`src/rtl/sorted_list_streamer_pkg.sv`:
```
// Values shared by the insertion sorter and the sorted list streamer.
package sort_pkg;
  localparam int SORT_W = 8;
  localparam int SORT_N = 4;
  localparam logic [SORT_W-1:0] SORT_EMPTY = 8'hff;
  localparam int SORT_CW = $clog2(SORT_N + 1);

  typedef enum logic {
    IDLE,
    SEND
  } state_t;
endpackage

```
`src/rtl/sorted_list_streamer_if.sv`:
```
// Load side and stream side of the sorted list streamer.
interface sorted_list_streamer_if
  import sort_pkg::*;
#(
  parameter int W  = SORT_W,
  parameter int CW = SORT_CW
);
  logic          load;
  logic [W-1:0]  in0;
  logic [W-1:0]  in1;
  logic [W-1:0]  in2;
  logic [W-1:0]  in3;
  logic          abort;
  logic          load_ready;
  logic [W-1:0]  out_data;
  logic          out_valid;
  logic          out_ready;
  logic          out_last;
  logic          done;
  logic [CW-1:0] count;

  modport master (
    output load, in0, in1, in2, in3, abort, out_ready,
    input  load_ready, out_data, out_valid, out_last, done, count
  );

  modport slave (
    input  load, in0, in1, in2, in3, abort, out_ready,
    output load_ready, out_data, out_valid, out_last, done, count
  );
endinterface

```
`src/rtl/sorted_list_streamer_first_empty_idx.sv`:
```
// Priority encoder: index of the lowest EMPTY entry, or N when the list is full.
module first_empty_idx
  import sort_pkg::*;
#(
  parameter int              W     = SORT_W,
  parameter int              N     = SORT_N,
  parameter logic [W-1:0]    EMPTY = SORT_EMPTY,
  parameter int              CW    = $clog2(N + 1)
) (
  input  logic [N-1:0][W-1:0] i_entries,
  output logic [CW-1:0]       o_idx
);
  logic [N-1:0] w_is_empty;

  generate
    for (genvar gi = 0; gi < N; gi++) begin : g_cmp
      assign w_is_empty[gi] = (i_entries[gi] == EMPTY);
    end
  endgenerate

  // Scan from the top so the lowest matching index wins.
  always_comb begin
    o_idx = CW'(N);
    for (int i = N - 1; i >= 0; i--) begin
      if (w_is_empty[i]) o_idx = CW'(i);
    end
  end
endmodule

```
`src/rtl/sorted_list_streamer.sv`:
```
// Captures the sorter's four-entry list on load and streams its valid prefix
// out one entry per valid/ready handshake, then pulses done.
module sorted_list_streamer
  import sort_pkg::*;
#(
  parameter int           W     = SORT_W,
  parameter int           N     = SORT_N,
  parameter logic [W-1:0] EMPTY = SORT_EMPTY
) (
  input logic                  clk,
  input logic                  reset,
  sorted_list_streamer_if.slave bus
);
  localparam int CW = $clog2(N + 1);
  localparam int IW = $clog2(N);

  state_t               r_state;
  logic [W-1:0]         r_buf [N];
  logic [IW-1:0]        r_idx;
  logic [CW-1:0]        r_count;
  logic [W-1:0]         r_out_data;
  logic                 r_out_valid;
  logic                 r_out_last;
  logic                 r_done;
  logic                 r_load_ready;

  logic [N-1:0][W-1:0]  w_in;
  logic [CW-1:0]        w_first_empty;
  logic [IW-1:0]        w_idx_next;
  logic                 w_accept;

  assign w_in       = {bus.in3, bus.in2, bus.in1, bus.in0};
  assign w_idx_next = r_idx + IW'(1);
  assign w_accept   = r_out_valid & bus.out_ready;

  first_empty_idx #(
    .W     (W),
    .N     (N),
    .EMPTY (EMPTY),
    .CW    (CW)
  ) u_first_empty (
    .i_entries (w_in),
    .o_idx     (w_first_empty)
  );

  always_ff @(posedge clk) begin
    if (!reset) begin
      r_state      <= IDLE;
      r_idx        <= '0;
      r_count      <= '0;
      r_out_data   <= EMPTY;
      r_out_valid  <= 1'b0;
      r_out_last   <= 1'b0;
      r_done       <= 1'b0;
      r_load_ready <= 1'b1;
      for (int i = 0; i < N; i++) r_buf[i] <= EMPTY;
    end else begin
      r_done <= 1'b0;
      if (bus.abort) begin
        r_state      <= IDLE;
        r_idx        <= '0;
        r_count      <= '0;
        r_out_data   <= EMPTY;
        r_out_valid  <= 1'b0;
        r_out_last   <= 1'b0;
        r_load_ready <= 1'b1;
        for (int i = 0; i < N; i++) r_buf[i] <= EMPTY;
      end else begin
        case (r_state)
          IDLE: begin
            if (bus.load) begin
              for (int i = 0; i < N; i++) r_buf[i] <= w_in[i];
              r_count <= w_first_empty;
              r_idx   <= '0;
              // An empty list never enters SEND; it completes immediately.
              if (w_first_empty != '0) begin
                r_state      <= SEND;
                r_out_valid  <= 1'b1;
                r_out_data   <= bus.in0;
                r_out_last   <= (w_first_empty == CW'(1));
                r_load_ready <= 1'b0;
              end else begin
                r_done <= 1'b1;
              end
            end
          end
          SEND: begin
            if (w_accept) begin
              if (r_out_last) begin
                r_state      <= IDLE;
                r_out_valid  <= 1'b0;
                r_out_last   <= 1'b0;
                r_out_data   <= EMPTY;
                r_done       <= 1'b1;
                r_load_ready <= 1'b1;
              end else begin
                r_idx      <= w_idx_next;
                r_out_data <= r_buf[w_idx_next];
                r_out_last <= (CW'(w_idx_next) == r_count - CW'(1));
              end
            end
          end
          default: r_state <= IDLE;
        endcase
      end
    end
  end

  assign bus.load_ready = r_load_ready;
  assign bus.out_data   = r_out_data;
  assign bus.out_valid  = r_out_valid;
  assign bus.out_last   = r_out_last;
  assign bus.done       = r_done;
  assign bus.count      = r_count;
endmodule

```
`src/flat_wrapper.sv`:
```
// flat-port wrapper written by rule: the top's interface ports become plain ports
module sorted_list_streamer_flat import sort_pkg::*;
#(
  parameter int           W     = SORT_W,
  parameter int           N     = SORT_N,
  parameter logic [W-1:0] EMPTY = SORT_EMPTY
)
  (clk, reset, bus_load, bus_in0, bus_in1, bus_in2, bus_in3, bus_abort, bus_out_ready, bus_load_ready, bus_out_data, bus_out_valid, bus_out_last, bus_done, bus_count);
  sorted_list_streamer_if #(.W(W)) bus_i ();
  input logic clk;
  input logic reset;
  input wire logic [$bits(bus_i.load)-1:0] bus_load;
  input wire logic [$bits(bus_i.in0)-1:0] bus_in0;
  input wire logic [$bits(bus_i.in1)-1:0] bus_in1;
  input wire logic [$bits(bus_i.in2)-1:0] bus_in2;
  input wire logic [$bits(bus_i.in3)-1:0] bus_in3;
  input wire logic [$bits(bus_i.abort)-1:0] bus_abort;
  input wire logic [$bits(bus_i.out_ready)-1:0] bus_out_ready;
  output wire logic [$bits(bus_i.load_ready)-1:0] bus_load_ready;
  output wire logic [$bits(bus_i.out_data)-1:0] bus_out_data;
  output wire logic [$bits(bus_i.out_valid)-1:0] bus_out_valid;
  output wire logic [$bits(bus_i.out_last)-1:0] bus_out_last;
  output wire logic [$bits(bus_i.done)-1:0] bus_done;
  output wire logic [$bits(bus_i.count)-1:0] bus_count;
  assign bus_i.load = bus_load;
  assign bus_i.in0 = bus_in0;
  assign bus_i.in1 = bus_in1;
  assign bus_i.in2 = bus_in2;
  assign bus_i.in3 = bus_in3;
  assign bus_i.abort = bus_abort;
  assign bus_i.out_ready = bus_out_ready;
  assign bus_load_ready = bus_i.load_ready;
  assign bus_out_data = bus_i.out_data;
  assign bus_out_valid = bus_i.out_valid;
  assign bus_out_last = bus_i.out_last;
  assign bus_done = bus_i.done;
  assign bus_count = bus_i.count;
  sorted_list_streamer #(.W(W), .N(N), .EMPTY(EMPTY)) u_core (.clk(clk), .reset(reset), .bus(bus_i));
endmodule
```
`config.mk`:
```
export PLATFORM = sky130hd
export DESIGN_NAME = sorted_list_streamer_flat
export DESIGN_NICKNAME = d
export VERILOG_FILES = /design/src/rtl/sorted_list_streamer_pkg.sv /design/src/rtl/sorted_list_streamer_if.sv /design/src/rtl/sorted_list_streamer_first_empty_idx.sv /design/src/rtl/sorted_list_streamer.sv /design/src/flat_wrapper.sv
export SDC_FILE = /design/constraint.sdc
export NUM_CORES = 1
export LEC_CHECK = 0
export BUFFER_PORTS_ARGS = -buffer_cell sky130_fd_sc_hd__buf_2
export CAP_MARGIN = 20
export CORE_MARGIN = 2
export CORE_UTILIZATION = 55
export CTS_CLUSTER_SIZE = 8
export DETAILED_ROUTE_END_ITERATION = 16
export GPL_ROUTABILITY_DRIVEN = 0
export PLACE_DENSITY = 0.81
export REMOVE_ABC_BUFFERS = 1
export SYNTH_ARGS = -nofsm -noshare
export SYNTH_HDL_FRONTEND = slang
export SYNTH_SLANG_ARGS = --single-unit
```
`constraint.sdc`:
```
create_clock -name clk -period 2.5 [get_ports clk]
set_input_delay 0.125 -clock clk [delete_from_list [all_inputs] [get_ports clk]]
set_output_delay 0.125 -clock clk [all_outputs]
set_load 0.01 [all_outputs]
```
==> results of run 1 <==
## layout make-up
cell class	instances	area (um^2)	area share [%]
multi-input combinational	140	950	35.2
inverter	3	11.3	0.418
timing repair buffer	56	293	10.9
sequential	50	1240	46.1
clock inverter	3	68.8	2.55
tap	50	62.6	2.32
clock buffer	5	68.8	2.55
## kinds of logic (layout without fill, tap and decap cells)
family                   Yosys count  in the layout  share of synthesized area, %
AO/OA/AOI/OAI                     39             39                          10.6
XOR/XNOR                           2              2                         0.762
adder cells (fa/ha/maj)            1              1                         0.544
buffers and inverters             20             67                          4.73
flip-flops                        50             50                          54.0
multiplexers                       8              8                          8.49
AND/OR/NAND/NOR                   90             90                          20.9
## cells in the mapped netlist, types with 3 or more instances
| cell | number | area, um^2 |
|---|---|---|
| dfxtp_1 | 26 | 521 |
| edfxtp_1 | 24 | 721 |
| nand2_1 | 24 | 90.1 |
| or3_1 | 23 | 144 |
| nand3_1 | 12 | 60.1 |
| o21ai_0 | 10 | 50.1 |
| a31oi_1 | 9 | 56.3 |
| nor2_1 | 9 | 33.8 |
| o22ai_1 | 9 | 56.3 |
| clkbuf_1 | 7 | 26.3 |
| nand4_1 | 6 | 37.5 |
| a21oi_1 | 5 | 25.0 |
| buf_2 | 4 | 20.0 |
| mux4_1 | 4 | 105 |
| mux4_2 | 4 | 90.1 |
| buf_6 | 3 | 33.8 |
| inv_1 | 3 | 11.3 |
| nand2b_1 | 3 | 18.8 |
## stage by stage
| stage | setup slack, ps | cells | power, uW | utilization (%) |
|---|---|---|---|---|
| after floorplan | 581 | 193 | 995 | - |
| after global placement | 577 | 299 | 1070 | 63.9 |
| after detailed placement | 494 | 299 | 1080 | 63.9 |
| after CTS | 483 | 307 | 1740 | 67.4 |
| after global routing | 229 | 307 | 1800 | 67.4 |
| final | 475 | 307 | 1740 | 67.4 |
## worst register-to-register path, cell delays in order, from the launching register on
cell and delay (ps):
dfxtp_1 600, nand2b_1 490, nand2_1 540
## how the worst max path moves through the flow
stage,start,cells after the start,slack (ps),end
final,u_core.r_state$_SDFF_PP0_,2,470,u_core.r_buf[3][6]$_SDFFCE_PN1P_
after detailed placement,u_core.r_state$_SDFF_PP0_,2,490,u_core.r_buf[3][3]$_SDFFCE_PN1P_
after CTS,u_core.r_state$_SDFF_PP0_,2,480,u_core.r_buf[3][6]$_SDFFCE_PN1P_
after global routing,u_core.r_state$_SDFF_PP0_,2,230,u_core.r_buf[3][6]$_SDFFCE_PN1P_
after global placement,u_core.r_state$_SDFF_PP0_,2,580,u_core.r_buf[0][4]$_SDFFCE_PN1P_
after floorplan,u_core.r_state$_SDFF_PP0_,2,580,u_core.r_buf[0][0]$_SDFFCE_PN1P_
## per-layer routing
layer	vias up	GRT usage (%)	routed length (um)
li1	885	-	-
met1	880	33.9	2230
met2	97	38.8	2520
met3	11	5.19	422
met4	0	8.75	97
met5	-	0	0
## power by group
part           leakage, uW  internal (uW)  total (uW)  switching (uW)
logic             0.000463           67.2         162            94.6
clock network    0.0000683            401         676             275
registers         0.000405            884         900            16.6
total             0.000936           1350        1740             387
## sequential cells by signal, summed over array words and instances, names as in the netlist
name / flops
u_core.r_buf: 32
u_core.r_state: 1
u_core.bus.out_data: 8
u_core.bus.count: 3
u_core.r_idx: 2
u_core.bus.out_last: 1
u_core.bus.done: 1
u_core.bus.out_valid: 1
u_core.bus.load_ready: 1
==> run summary, run 1 <==
Status: completed
Clk_skew: 4.25 ps
Synthesized cell area: 0.00230 mm^2
Layout cells sized above 1: 29.2%
Post-CTS Setup Repair Bufs: 0
Final instance area: 0.00270 mm^2
Routed WL per cell: 17.2 um
Most common cell after layout, fill and taps aside: buf_2
Inserted Clock Buffers: 5
Vias in the first global route: 1679
Crit-path max FO: 17
Fin. Hold Viols: 0
I/O pin cnt: 52
Layout net count: 294
Commonest cells after routing, fill and taps aside: buf_2, dfxtp_1, nand2_1, edfxtp_1, or3_1
Hold depth: 3
# fillers: 299
CP max-delay cell: dfxtp_1
Initial antenna violation count: 0
WL final: 5270 um
Slowest stage delay, CP: 600 ps
Vias post-DR: 1873
Initial DRC Count: 143
Clk Latency, worst-skew pair: 300 ps
Initial core utilization: 57.5%
Tcrit/Tclk final: 81.0%
CP required: 2400 ps
Ys flop type: dfxtp_1
Crit start category: register
Final setup viols: 0
Clock buffer depth: 2
CTS H-Tree Depth: 2
Count of different cell masters after synthesis: 39
Reg clk slew, reported paths: 90 ps
Reg-to-Reg Start: u_core.r_state$_SDFF_PP0_
Cell Pwr Density: 645 mW/mm^2
Post-synthesis register bit count: 50
Drt drc: 0
Sink Count: 50
Core Region: 0.00400 mm^2
Drt first pass iters: 4
Post-Syn Area per Cell: 11.0 um^2
CP top delay family: simple AND/OR/NAND/NOR gates
Worst hold path class: in -> reg
Seq/Total Area, Yosys: 54.0%
Placed Area: 0.00256 mm^2
Actual slew at the worst max-slew pin: 823 ps
# rows: 23
Reg2Reg Setup Slack: 470 ps
PortBufs: 51
Post-cts resize count: 0
Area Growth Syn to Fin: 17.2%
Fmax: 0.494 GHz
Die ar.: 0.00471 mm^2
Crit path time final: 2030 ps
Worst hold margin: 45.5 ps
Worst slew margin: 45.1%
Asr flop ratio synth: 0%
Count of final max-slew check failures: 0
Lkg Pwr: 0.000936 uW
Antenna-violating nets left: 0
# diodes: 0
CTS tree: yes
GRT Util Overall: 24.7%
Synth warnings: 0
Grt total ovfl: 0
Crit-path cells: nand2b_1 -> nand2_1
Largest net degree at the start of global routing: 23
Die W: 68.7 um
WP buf/inv: 0
HP Start: bus_in2[6]
Post-synth EDFFs: 24
Root Driver: clkbuf_8
Die height: 68.7 um
Setup TNS: 0 ps
Reg2Reg Capture Point: u_core.r_buf[3][6]$_SDFFCE_PN1P_
RSZ-0062 raised after global routing: no
HPWL after DPL: 3830 um
Max-cap viol count: 0
Vias per Instance: 6.10
CTS Hold Bufs: 0
Mapped Cells: 210
WS Path Type: reg -> reg
First-pass GRT wire length: 8280 um
CP endpoint kind: register
VDD IR-drop max: 492 uV
Hold endpoint: u_core.r_buf[2][6]$_SDFFE_PP1P_
Reg2Reg Depth: 2
CP arrival: 1930 ps
Note: power is estimated with default switching activity, not from simulation.
==> run 2: changes to the inputs <==
--- a/config.mk
+++ b/config.mk
@@ -8,11 +8,11 @@
 export BUFFER_PORTS_ARGS = -buffer_cell sky130_fd_sc_hd__buf_2
 export CAP_MARGIN = 20
 export CORE_MARGIN = 2
-export CORE_UTILIZATION = 55
+export CORE_UTILIZATION = 53
 export CTS_CLUSTER_SIZE = 8
 export DETAILED_ROUTE_END_ITERATION = 16
 export GPL_ROUTABILITY_DRIVEN = 0
-export PLACE_DENSITY = 0.81
+export PLACE_DENSITY = 0.78
 export REMOVE_ABC_BUFFERS = 1
 export SYNTH_ARGS = -nofsm -noshare
 export SYNTH_HDL_FRONTEND = slang
==> constraint.sdc (replaced) <==
create_clock -name clk -period 2.1 [get_ports clk]
set_input_delay 0.105 -clock clk [delete_from_list [all_inputs] [get_ports clk]]
set_output_delay 0.105 -clock clk [all_outputs]
set_load 0.01 [all_outputs]
==> run 2 against run 1 <==
Compared with the run above: wire length decreased by 2.3%; core utilization shrank 2.1 points; combinational power increased by 24%; global-route usage is 2.5 points lower; flip-flop and latch count unchanged; sequential power increased by 19%; via count is 2.5% lower; clock skew increased by 2.5 ps; register-to-register slack worse by 110 ps; first-iteration DRC count is 9.8% higher.
==> run summary, run 2 (synthesis gave the netlist of run 1 again) <==
Initial core utilization: 56.3%
WP buf/inv: 0
Routed WL per cell: 16.6 um
Drt first pass iters: 4
Clk Latency, worst-skew pair: 300 ps
Initial DRC Count: 157
Cell Pwr Density: 677 mW/mm^2
Fin. Hold Viols: 0
Crit start category: register
Max reg flops: 32
RSZ-0062 raised after global routing: no
WL final: 5150 um
CP arrival: 1910 ps
Setup TNS: 0 ps
Most common cell after layout, fill and taps aside: buf_2
Register area: 0.00124 mm^2
Core Region: 0.00409 mm^2
PortBufs: 51
Status: completed
Die W: 69.9 um
Reg clk slew, reported paths: 80 ps
Most flop-heavy register: u_core.r_buf
Antenna-violating nets left: 0
VDD IR-drop max: 443 uV
Largest net degree at the start of global routing: 25
HPWL after DPL: 3910 um
Actual slew at the worst max-slew pin: 745 ps
CTS H-Tree Depth: 2
Area Growth Syn to Fin: 16.0%
Grt total ovfl: 0
# diodes: 0
Worst hold path class: in -> reg
CTS tree: yes
Post-CTS Setup Repair Bufs: 0
Vias per Instance: 5.87
Tcrit/Tclk final: 82.5%
Die ar.: 0.00488 mm^2
Layout cells sized above 1: 29.1%
Vias post-DR: 1827
Slowest stage delay, CP: 720 ps
Crit path time final: 1730 ps
Post-cts resize count: 0
# fillers: 324
Layout Utilization: 65.3%
Fmax: 0.578 GHz
Worst slew margin: 50.0%
Area occupied by multi-input gates: 950 um^2
Clk_skew: 6.73 ps
Crit-path max FO: 11
CTS Hold Bufs: 0
CP required: 2280 ps
Die height: 69.9 um
CP top delay family: flip-flops
Commonest cells after routing, fill and taps aside: buf_2, dfxtp_1, nand2_1, edfxtp_1, or3_1
Lkg Pwr: 0.000926 uW
Crit-path cells: mux4_1 -> o22ai_1 -> o21ai_0
Layout net count: 298
CP endpoint kind: register
# rows: 23
Root Driver: clkbuf_8
Inserted Clock Buffers: 5
Count of final max-slew check failures: 0
Max-cap viol count: 0
Sink Count: 50
CP max-delay cell: dfxtp_1
First-pass GRT wire length: 8390 um
I/O pin cnt: 52
Initial antenna violation count: 0
Vias in the first global route: 1774
WS Path Type: reg -> reg
Clock buffer depth: 2
Final setup viols: 0
GRT Util Overall: 22.2%
Drt drc: 0
-- run 2: cell types whose count changed in the layout (fill, tap and decap cells not counted) --
cell,before,now
clkinv_4,1,0
bufinv_16,2,0
buf_4,5,9
clkbuf_1,0,3
-- run 2: worst reg2reg max path, cell delays in order (launching register included) --
cell and delay, ps:
dfxtp_1 720, mux4_1 660, o22ai_1 150, o21ai_0 90
-- run 2: path summary, 6_finish.rpt --
| path | end | cells past startpoint | slack, ps | from |
|---|---|---|---|---|
| setup / recovery | u_core.bus.out_data[7]$_SDFFE_PP1P_ | 3 | 370 | u_core.r_idx[1]$_SDFFE_PP0P_ |
| hold / removal | u_core.r_buf[2][0]$_SDFFE_PP1P_ | 3 | 30 | bus_in2[0] |
| setup reg to reg | u_core.bus.out_data[7]$_SDFFE_PP1P_ | 3 | 370 | u_core.r_idx[1]$_SDFFE_PP0P_ |
| hold reg to reg | u_core.bus.load_ready$_SDFFE_PP1P_ | 2 | 460 | u_core.bus.load_ready$_SDFFE_PP1P_ |
-- run 2: stage by stage --
stage	worst slack, ps	instance area, um^2	hold slack [ps]	std cells	power [uW]
after detailed placement	387	2590	331	303	1290
after CTS	375	2670	23.8	311	1800
after global routing	206	2670	42.3	311	1880
after global placement	405	2590	331	303	1290
final	368	2670	28.7	311	1800
after floorplan	181	2200	229	193	1180
-- run 2: cell type report --
class | count | share of cell area (%)
Clock buffer | 8 | 3.00
Timing Repair Buffer | 60 | 12.1
Multi-Input combinational cell | 140 | 35.6
Inverter | 3 | 0.422
Tap cell | 50 | 2.35
Sequential cell | 50 | 46.5
-- run 2: per-layer routing --
metal,global-route usage [%],share of wire (%),vias to the layer above
met5,0,0,-
met2,36.6,48,78
met3,5.34,7.4,8
met1,28.7,43,852
li1,-,-,889
met4,7.69,1.6,0
-- run 2: where the power goes --
| part | total [uW] | internal [uW] | switching, uW |
|---|---|---|---|
| Clock | 535 | 237 | 298 |
| Combinational | 201 | 84.9 | 116 |
| Sequential | 1070 | 1050 | 17.0 |
==> run 3: changes to the inputs <==
--- a/config.mk
+++ b/config.mk
@@ -8,11 +8,11 @@
 export BUFFER_PORTS_ARGS = -buffer_cell sky130_fd_sc_hd__buf_2
 export CAP_MARGIN = 20
 export CORE_MARGIN = 2
-export CORE_UTILIZATION = 53
+export CORE_UTILIZATION = 48
 export CTS_CLUSTER_SIZE = 8
 export DETAILED_ROUTE_END_ITERATION = 16
 export GPL_ROUTABILITY_DRIVEN = 0
-export PLACE_DENSITY = 0.78
+export PLACE_DENSITY = 0.75
 export REMOVE_ABC_BUFFERS = 1
 export SYNTH_ARGS = -nofsm -noshare
 export SYNTH_HDL_FRONTEND = slang
==> constraint.sdc (replaced) <==
create_clock -name clk -period 1.5 [get_ports clk]
set_input_delay 0.075 -clock clk [delete_from_list [all_inputs] [get_ports clk]]
set_output_delay 0.075 -clock clk [all_outputs]
set_load 0.01 [all_outputs]
==> run 3 against run 2 <==
Compared with the run above: die area grew 9.8%; sequential power grew 40%; clock skew is essentially flat; flip-flop and latch count is the same; hold slack lost 27 ps; non-clock buffer count grew 11; cell area grew 4.5%; first-iteration DRC count shrank 23%; worst setup slack lost 290 ps; critical endpoint is now u_core.bus.out_data[5]$_SDFFE_PP1P_; combinational power grew 51%; largest power group unchanged; wire length grew 5.9%.
==> run summary, run 3 (synthesis gave the netlist of run 1 again) <==
Status: completed
Fin cells: 326
CP max-delay cell: mux4_1
Grt total ovfl: 0
Placed Area: 0.00266 mm^2
Fmax: 0.702 GHz
Antenna-violating nets left: 0
CP arrival: 1610 ps
CP top delay family: multiplexers
Final setup viols: 0
Vias post-DR: 1885
Actual slew at the worst max-slew pin: 377 ps
Crit path time final: 1430 ps
Count of final max-slew check failures: 0
Crit-path max FO: 8
# rows: 25
CTS tree: yes
PortBufs: 51
Crit start category: register
Max reg flops: 32
Fin. Hold Viols: 0
Worst hold path class: in -> reg
HPWL after DPL: 4120 um
First-pass GRT wire length: 8800 um
Tcrit/Tclk final: 95.0%
Final instance area: 0.00279 mm^2
Cell Pwr Density: 922 mW/mm^2
Vias per Instance: 5.78
Layout cells sized above 1: 32.0%
GRT Util Overall: 22.1%
WL final: 5460 um
Clk Latency, worst-skew pair: 300 ps
Crit-path cells: buf_12 -> mux4_1 -> o22ai_1 -> o21ai_0
Max-cap viol count: 0
Die W: 73.2 um
CP required: 1690 ps
CTS H-Tree Depth: 2
Vias in the first global route: 1819
Most common cell after layout, fill and taps aside: buf_2
Largest net degree at the start of global routing: 29
Root Driver: clkbuf_8
DR WL met2: 2630 um
Drt first pass iters: 4
# diodes: 0
Worst slew margin: 74.9%
Commonest cells after routing, fill and taps aside: buf_2, dfxtp_1, edfxtp_1, nand2_1, or3_1
VDD IR-drop max: 475 uV
Inserted Clock Buffers: 5
Area Growth Syn to Fin: 21.2%
Routed WL per cell: 16.7 um
Slowest stage delay, CP: 560 ps
Reg clk slew, reported paths: 90 ps
WP buf/inv: 1
Initial DRC Count: 121
Die ar.: 0.00536 mm^2
I/O pin cnt: 52
WS Path Type: reg -> reg
Initial core utilization: 49.3%
Layout net count: 309
Sink Count: 50
Clk_skew: 6.84 ps
Initial antenna violation count: 0
Metal-1 WL: 2370 um
Core Region: 0.00466 mm^2
Drt drc: 0
RSZ-0062 raised after global routing: yes
CP endpoint kind: register
Lkg Pwr: 0.000983 uW
DR WL met3: 368 um
Placed Cells: 314
Highest metal used: met4
Die height: 73.2 um
Clock buffer depth: 2
Most flop-heavy register: u_core.r_buf
[run 3: power by group]
| group | leakage [uW] | internal [uW] | switching [uW] |
|---|---|---|---|
| clock | 0.0000416 | 320 | 452 |
| combinational | 0.000536 | 134 | 168 |
| sequential | 0.000405 | 1470 | 23.6 |
[run 3: worst paths after layout]
kind	start	endpoint	slack, ps	depth (start not counted)
max	u_core.r_idx[1]$_SDFFE_PP0P_	u_core.bus.out_data[5]$_SDFFE_PP1P_	70	4
max reg2reg	u_core.r_idx[1]$_SDFFE_PP0P_	u_core.bus.out_data[5]$_SDFFE_PP1P_	70	4
min	bus_in2[6]	u_core.r_buf[2][6]$_SDFFE_PP1P_	2	3
min reg2reg	u_core.bus.load_ready$_SDFFE_PP1P_	u_core.bus.load_ready$_SDFFE_PP1P_	450	2
[run 3: cell type report]
class | count | area, um^2
Clock buffer | 5 | 68.8
Clock inverter | 3 | 16.3
Fill cell | 410 | 1870
Inverter | 3 | 11.3
Multi-Input combinational cell | 140 | 955
Sequential cell | 50 | 1240
Tap cell | 54 | 67.6
Timing Repair Buffer | 71 | 428
[run 3: routing by layer]
metal / up-vias / global-route usage (%)
met4: 0 / 8.64
met1: 889 / 28.1
met2: 84 / 36.4
met3: 4 / 5.39
li1: 908 / -
met5: - / 0
[run 3: repair_timing]
item	in CTS	in global routing
endpoints found under the hold margin	3	1
hold buffers	3	1
setup buffers	0	0
endpoints found under the setup margin	0	29
gates resized for setup	0	4
[run 3: metrics by stage]
stage,hold WS [ps],utilization (%),worst slack (ps),total power (uW),setup TNS (ps)
6_report,1.96,59.8,74.6,2570,0
5_1_grt,4.36,59.8,-4.93,2670,-4.93
4_1_cts,1.10,59.5,29.5,2570,0
3_5_place_dp,310,57.0,48.9,1820,0
3_3_place_gp,299,57.0,82.5,1810,0
2_1_floorplan,199,-,-419,1660,-11540
[run 3: tightest hold or removal path, cell delays in order]
cell and delay [ps]:
buf_2 90, nand2_1 40, nand3_1 60
